==> src/rtl/control_multiciclo.sv <==
// control_multiciclo: main control FSM for the multicycle MIPS datapath.
// It steps each instruction through fetch, decode, execute, memory access and
// write-back, and drives the datapath enables and mux/ALU selects. Outputs
// depend only on the current state. The exceptions are PCEn, the mem_ready
// gating in FETCH, and the illegal-opcode flag raised in DECODE.
//
// Ports:
//   clk, rst        clock (rising edge), asynchronous active-high reset
//   Op              opcode field IR[31:26]
//   Zero            ALU zero flag
//   mem_ready       memory finished the current access this cycle
//   PCWrite, PCEn, Branch, IorD, MemRead, MemWrite, IRWrite, RegDst,
//   MemtoReg, RegWrite, ALUSrcA, ALUSrcB, ALUOp, PCSrc
//                   datapath controls
//   illegal         one-cycle pulse in DECODE for an unsupported opcode
//   state           current state encoding (debug)
//   instr_count     retired-instruction counter, wraps modulo 2^CNT_W
module control_multiciclo #(
  parameter int unsigned CNT_W = 32
) (
  input  logic             clk,
  input  logic             rst,
  input  logic [5:0]       Op,
  input  logic             Zero,
  input  logic             mem_ready,
  output logic             PCWrite,
  output logic             PCEn,
  output logic             Branch,
  output logic             IorD,
  output logic             MemRead,
  output logic             MemWrite,
  output logic             IRWrite,
  output logic             RegDst,
  output logic             MemtoReg,
  output logic             RegWrite,
  output logic             ALUSrcA,
  output logic [1:0]       ALUSrcB,
  output logic [1:0]       ALUOp,
  output logic [1:0]       PCSrc,
  output logic             illegal,
  output logic [3:0]       state,
  output logic [CNT_W-1:0] instr_count
);

  localparam logic [5:0] OP_RTYPE = 6'b000000;
  localparam logic [5:0] OP_LW    = 6'b100011;
  localparam logic [5:0] OP_SW    = 6'b101011;
  localparam logic [5:0] OP_BEQ   = 6'b000100;
  localparam logic [5:0] OP_ADDI  = 6'b001000;
  localparam logic [5:0] OP_J     = 6'b000010;

  typedef enum logic [3:0] {
    S_FETCH    = 4'd0,
    S_DECODE   = 4'd1,
    S_MEMADR   = 4'd2,
    S_MEMREAD  = 4'd3,
    S_MEMWB    = 4'd4,
    S_MEMWRITE = 4'd5,
    S_EXECUTE  = 4'd6,
    S_ALUWB    = 4'd7,
    S_BRANCH   = 4'd8,
    S_ADDIEXEC = 4'd9,
    S_ADDIWB   = 4'd10,
    S_JUMP     = 4'd11
  } state_t;

  state_t            state_q, state_d;
  logic [CNT_W-1:0]  count_q, count_d;
  logic              retire;

  // State register
  always_ff @(posedge clk or posedge rst) begin
    if (rst) state_q <= S_FETCH;
    else     state_q <= state_d;
  end

  // Retired-instruction counter
  always_ff @(posedge clk or posedge rst) begin
    if (rst) count_q <= '0;
    else     count_q <= count_d;
  end

  assign count_d     = retire ? count_q + CNT_W'(1) : count_q;
  assign state       = state_q;
  assign instr_count = count_q;

  // Next-state and output decode
  always_comb begin
    state_d  = state_q;
    retire   = 1'b0;
    PCWrite  = 1'b0;
    PCEn     = 1'b0;
    Branch   = 1'b0;
    IorD     = 1'b0;
    MemRead  = 1'b0;
    MemWrite = 1'b0;
    IRWrite  = 1'b0;
    RegDst   = 1'b0;
    MemtoReg = 1'b0;
    RegWrite = 1'b0;
    ALUSrcA  = 1'b0;
    ALUSrcB  = 2'b00;
    ALUOp    = 2'b00;
    PCSrc    = 2'b00;
    illegal  = 1'b0;

    case (state_q)
      S_FETCH: begin
        MemRead = 1'b1;
        ALUSrcB = 2'b01;
        IRWrite = mem_ready;
        PCWrite = mem_ready;
        if (mem_ready) state_d = S_DECODE;
      end
      S_DECODE: begin
        ALUSrcB = 2'b11;
        case (Op)
          OP_LW, OP_SW: state_d = S_MEMADR;
          OP_RTYPE:     state_d = S_EXECUTE;
          OP_BEQ:       state_d = S_BRANCH;
          OP_ADDI:      state_d = S_ADDIEXEC;
          OP_J:         state_d = S_JUMP;
          default: begin
            state_d = S_FETCH;
            illegal = 1'b1;
          end
        endcase
      end
      S_MEMADR: begin
        ALUSrcA = 1'b1;
        ALUSrcB = 2'b10;
        state_d = (Op == OP_LW) ? S_MEMREAD : S_MEMWRITE;
      end
      S_MEMREAD: begin
        IorD    = 1'b1;
        MemRead = 1'b1;
        if (mem_ready) state_d = S_MEMWB;
      end
      S_MEMWB: begin
        MemtoReg = 1'b1;
        RegWrite = 1'b1;
        retire   = 1'b1;
        state_d  = S_FETCH;
      end
      S_MEMWRITE: begin
        IorD     = 1'b1;
        MemWrite = 1'b1;
        if (mem_ready) begin
          retire  = 1'b1;
          state_d = S_FETCH;
        end
      end
      S_EXECUTE: begin
        ALUSrcA = 1'b1;
        ALUOp   = 2'b10;
        state_d = S_ALUWB;
      end
      S_ALUWB: begin
        RegDst   = 1'b1;
        RegWrite = 1'b1;
        retire   = 1'b1;
        state_d  = S_FETCH;
      end
      S_BRANCH: begin
        ALUSrcA = 1'b1;
        ALUOp   = 2'b01;
        PCSrc   = 2'b01;
        Branch  = 1'b1;
        retire  = 1'b1;
        state_d = S_FETCH;
      end
      S_ADDIEXEC: begin
        ALUSrcA = 1'b1;
        ALUSrcB = 2'b10;
        state_d = S_ADDIWB;
      end
      S_ADDIWB: begin
        RegWrite = 1'b1;
        retire   = 1'b1;
        state_d  = S_FETCH;
      end
      S_JUMP: begin
        PCSrc   = 2'b10;
        PCWrite = 1'b1;
        retire  = 1'b1;
        state_d = S_FETCH;
      end
      default: state_d = S_FETCH;  // unused codes 12-15 recover to FETCH
    endcase

    PCEn = PCWrite | (Branch & Zero);

    // While rst is high, every control output is held at 0, so nothing is
    // written even though the state decodes as FETCH.
    if (rst) begin
      PCWrite  = 1'b0;
      PCEn     = 1'b0;
      Branch   = 1'b0;
      IorD     = 1'b0;
      MemRead  = 1'b0;
      MemWrite = 1'b0;
      IRWrite  = 1'b0;
      RegDst   = 1'b0;
      MemtoReg = 1'b0;
      RegWrite = 1'b0;
      ALUSrcA  = 1'b0;
      ALUSrcB  = 2'b00;
      ALUOp    = 2'b00;
      PCSrc    = 2'b00;
      illegal  = 1'b0;
    end
  end

endmodule

==> config.mk <==
export PLATFORM = sky130hd
export DESIGN_NAME = control_multiciclo
export DESIGN_NICKNAME = d
export VERILOG_FILES = /design/src/rtl/control_multiciclo.sv
export SDC_FILE = /design/constraint.sdc
export NUM_CORES = 1
export LEC_CHECK = 0
export CORE_MARGIN = 2
export CORE_UTILIZATION = 25
export CTS_CLUSTER_DIAMETER = 150
export DETAILED_ROUTE_END_ITERATION = 8
export PLACE_DENSITY = 0.47
export SKIP_CTS_REPAIR_TIMING = 1
export SLEW_MARGIN = 5
export SYNTH_ARGS = -nofsm -noshare
export SYNTH_HDL_FRONTEND = slang
export SYNTH_SLANG_ARGS = --single-unit
==> constraint.sdc <==
create_clock -name clk -period 2.39 [get_ports clk]
set_input_delay 0.478 -clock clk [delete_from_list [all_inputs] [get_ports clk]]
set_output_delay 0.478 -clock clk [all_outputs]
set_load 0.02 [all_outputs]
==> flow_summary.toml <==
[logic_synthesis]
synth-async-reset-ratio_pct = 100
ys.flop_type = "dfrtp_1"
synthDistinctLibCells = 41
netlist_area_mm2 = 0.00204
syn_inst = 218
synth_fp_nets = 229
synth_seq_area_share_pct = 44.1
synth_edf_count = 0
syn_avg_cell_area_um2 = 9.37
synth_warnings = 0
ys_seq_elements = 36

[pwr]
clkPwrFrac_pct = 24.1
p_switching_w = 0.000664
comb_power_share_pct = 36.2
seq_power_share_pct = 39.7
swShare_pct = 35.1
p_leak_nw = 1.50
p_total_w = 0.00189
ir_drop_mv = 0.307
p_int_w = 0.00123
powerDensity_mw_per_mm2 = 608

[timing]
rsz0062_at_grt = "true"
worst_slack_ps = 45.5
finalCriticalPeriod_ps = 2340
hold_slack_ps = 471
worst_pin_slew_ps = 526
fin_crit_sh_pct = 98.1
skew_ps = 10.0
hold_viol_final = 0
setup_violations = 0
relSlewSlack_pct = 64.7
slew_viol_final = 0
fmax_mhz = 427
setup_tns_ps = 0

[critical_path]
r2r_start = "instr_count[5]"
reg2reg_setup_slack_ps = 270
start_kind = "input pin"
required_ps = 1910
cp_max_fo = 3
critPathArrivalTime_ps = 1870
end_kind = "primary output"
critPathKind = "input pin to primary output"
crit_start = "Op[3]"

[drt]
final_antenna_net_count = 0
drc_errors = 0
vias = 1890
wl_per_cell_um = 13.2
viasPerCell = 4.63
first_iter_violations = 78
wl_mm = 5.38
first_pass_iters = 4

[floorplanning]
die_h_um = 94.4
die_area_mm2 = 0.00891
die_w_um = 94.4
start_util_pct = 26.2
ioPinCount = 64
core_area_mm2 = 0.00781
rows = 32

[clocking]
cts_made_buffers = 5
clk_latency_ps = 290
cts_tree = "yes"
clock_tree.root_cell = "clkbuf_8"
clockBufferDepth = 2
htree_levels = 2
cts_sinks = 36
clk_pin_slew_ps = 70

[layout]
drive_gt1_share_pct = 17.0
fillers = 810
nets = 316
area_delta_synth_final_pct = 52.6
diodes = 0
final_core_util_pct = 39.9

[placement]
gp_congestion = 0.736
io_buffer_count = 63
hpwl_mm = 4.09
pre_cts_slack_ps = -373

[status]
status = "finished, final reports clean"

[grt]
antenna_found_initial = 0
gr-total-overflow = 0
grt_pass1_wl_mm = 9.18
grt_max_degree = 37
track_usage_pct = 12.8
grt_pass1_vias = 1879

[flow_run]
maxCapViolCount = 0

[min_path]
hp-class = "flop to flop"
hold_path.startpoint = "instr_count[31]"
[sequential cells by signal, indices dropped and copies added (netlist names)]
name and cells:
instr_count 32, state 4
[Yosys cell counts, types with 2 or more instances]
| cell type | number | area [um^2] |
|---|---|---|
| dfrtp_1 | 36 | 901 |
| nor2_1 | 22 | 82.6 |
| nand2_1 | 21 | 78.8 |
| xnor2_1 | 19 | 166 |
| nand3_1 | 17 | 85.1 |
| xor2_1 | 14 | 123 |
| nand4_1 | 8 | 50.1 |
| nor4_1 | 8 | 50.1 |
| a21oi_1 | 6 | 30.0 |
| clkbuf_1 | 6 | 22.5 |
| nor3_1 | 6 | 30.0 |
| and3_1 | 5 | 31.3 |
| inv_1 | 5 | 18.8 |
| nand2b_1 | 5 | 31.3 |
| nor3_2 | 4 | 40.0 |
| o21ai_0 | 3 | 15.0 |
| or2_2 | 3 | 18.8 |
| a211oi_1 | 2 | 15.0 |
| buf_2 | 2 | 10.0 |
| nor2b_1 | 2 | 12.5 |
| nor4_4 | 2 | 42.5 |
| o22ai_1 | 2 | 12.5 |
| or3_1 | 2 | 12.5 |
[per-stage QoR]
step                      area, um^2  std cells
after floorplan                 2060        218
after global placement          2980        400
after detailed placement        2980        400
after CTS                       3070        408
after global routing            3120        408
final                           3120        408
[area by class of cell]
| type | count | area [um^2] | share of cell area [%] |
|---|---|---|---|
| sequential | 36 | 902 | 29.0 |
| timing repair buffer | 90 | 883 | 28.4 |
| clock inverter | 1 | 7.51 | 0.241 |
| inverter | 5 | 22.5 | 0.723 |
| clock buffer | 7 | 86.3 | 2.77 |
| tap | 102 | 128 | 4.10 |
| multi-input combinational | 167 | 1090 | 34.9 |
[cells in the final DEF (no fill, tap or decap), drive strengths merged, types with 2 or more instances in the layout]
cell type	Yosys	layout
nand3	18	18
clkinvlp	0	2
and3	5	5
nor2b	2	2
a211oi	2	2
nor4	10	10
dlymetal6s2s	0	17
dfrtp	36	36
buf	4	27
or3	2	2
nor3	10	10
nand4	8	8
o22ai	2	2
nand2	21	21
inv	5	4
nor2	22	22
clkdlybuf4s50	0	45
or2	3	3
o21ai	3	3
xor2	14	14
xnor2	19	19
nand2b	5	5
a21oi	6	6
clkbuf	6	8
[path summary, 6_finish.rpt]
kind / end / depth (start not counted)
setup reg to reg: instr_count[21] / 6
hold reg to reg: instr_count[31] / 1
max in group asynchronous: state[0] / 4
hold / removal: instr_count[31] / 1
setup / recovery: illegal / 6
min in group asynchronous: state[2] / 4
[per-layer routing]
metal,up-vias,track usage [%],part of all wire (%)
met5,-,0,0
met4,0,4.23,1.4
met3,7,2.63,4.2
met2,36,21.3,48
met1,909,16.8,46
li1,938,-,-
[power by group through the flow]
| stage | combinational, W | sequential (W) | clock (W) |
|---|---|---|---|
| after detailed placement | 0.000700 | 0.000763 | 0 |
| final | 0.000685 | 0.000752 | 0.000456 |
| after global placement | 0.000701 | 0.000763 | 0 |
| after global routing | 0.000748 | 0.000765 | 0.000502 |
| after CTS | 0.000703 | 0.000750 | 0.000481 |
| after floorplan | 0.000306 | 0.000799 | 0 |
[kinds of logic after synthesis]
group                    Yosys count  synth area share (%)
AND/OR/NAND/NOR                  111                  30.3
flip-flops                        36                  44.1
XOR/XNOR                          33                  14.2
AO/OA/AOI/OAI                     20                  6.31
buffers and inverters             15                  3.43
multiplexers                       2                  1.04
adder cells (fa/ha/maj)            1                 0.613
[worst max-delay path: stages]
cell,delay [ps]
clkdlybuf4s50_1,520
xor2_1,200
o21ai_0,100
o41ai_1,310
nor4_1,90
clkbuf_2,170
No activity file was read; power rests on OpenSTA's default activity.
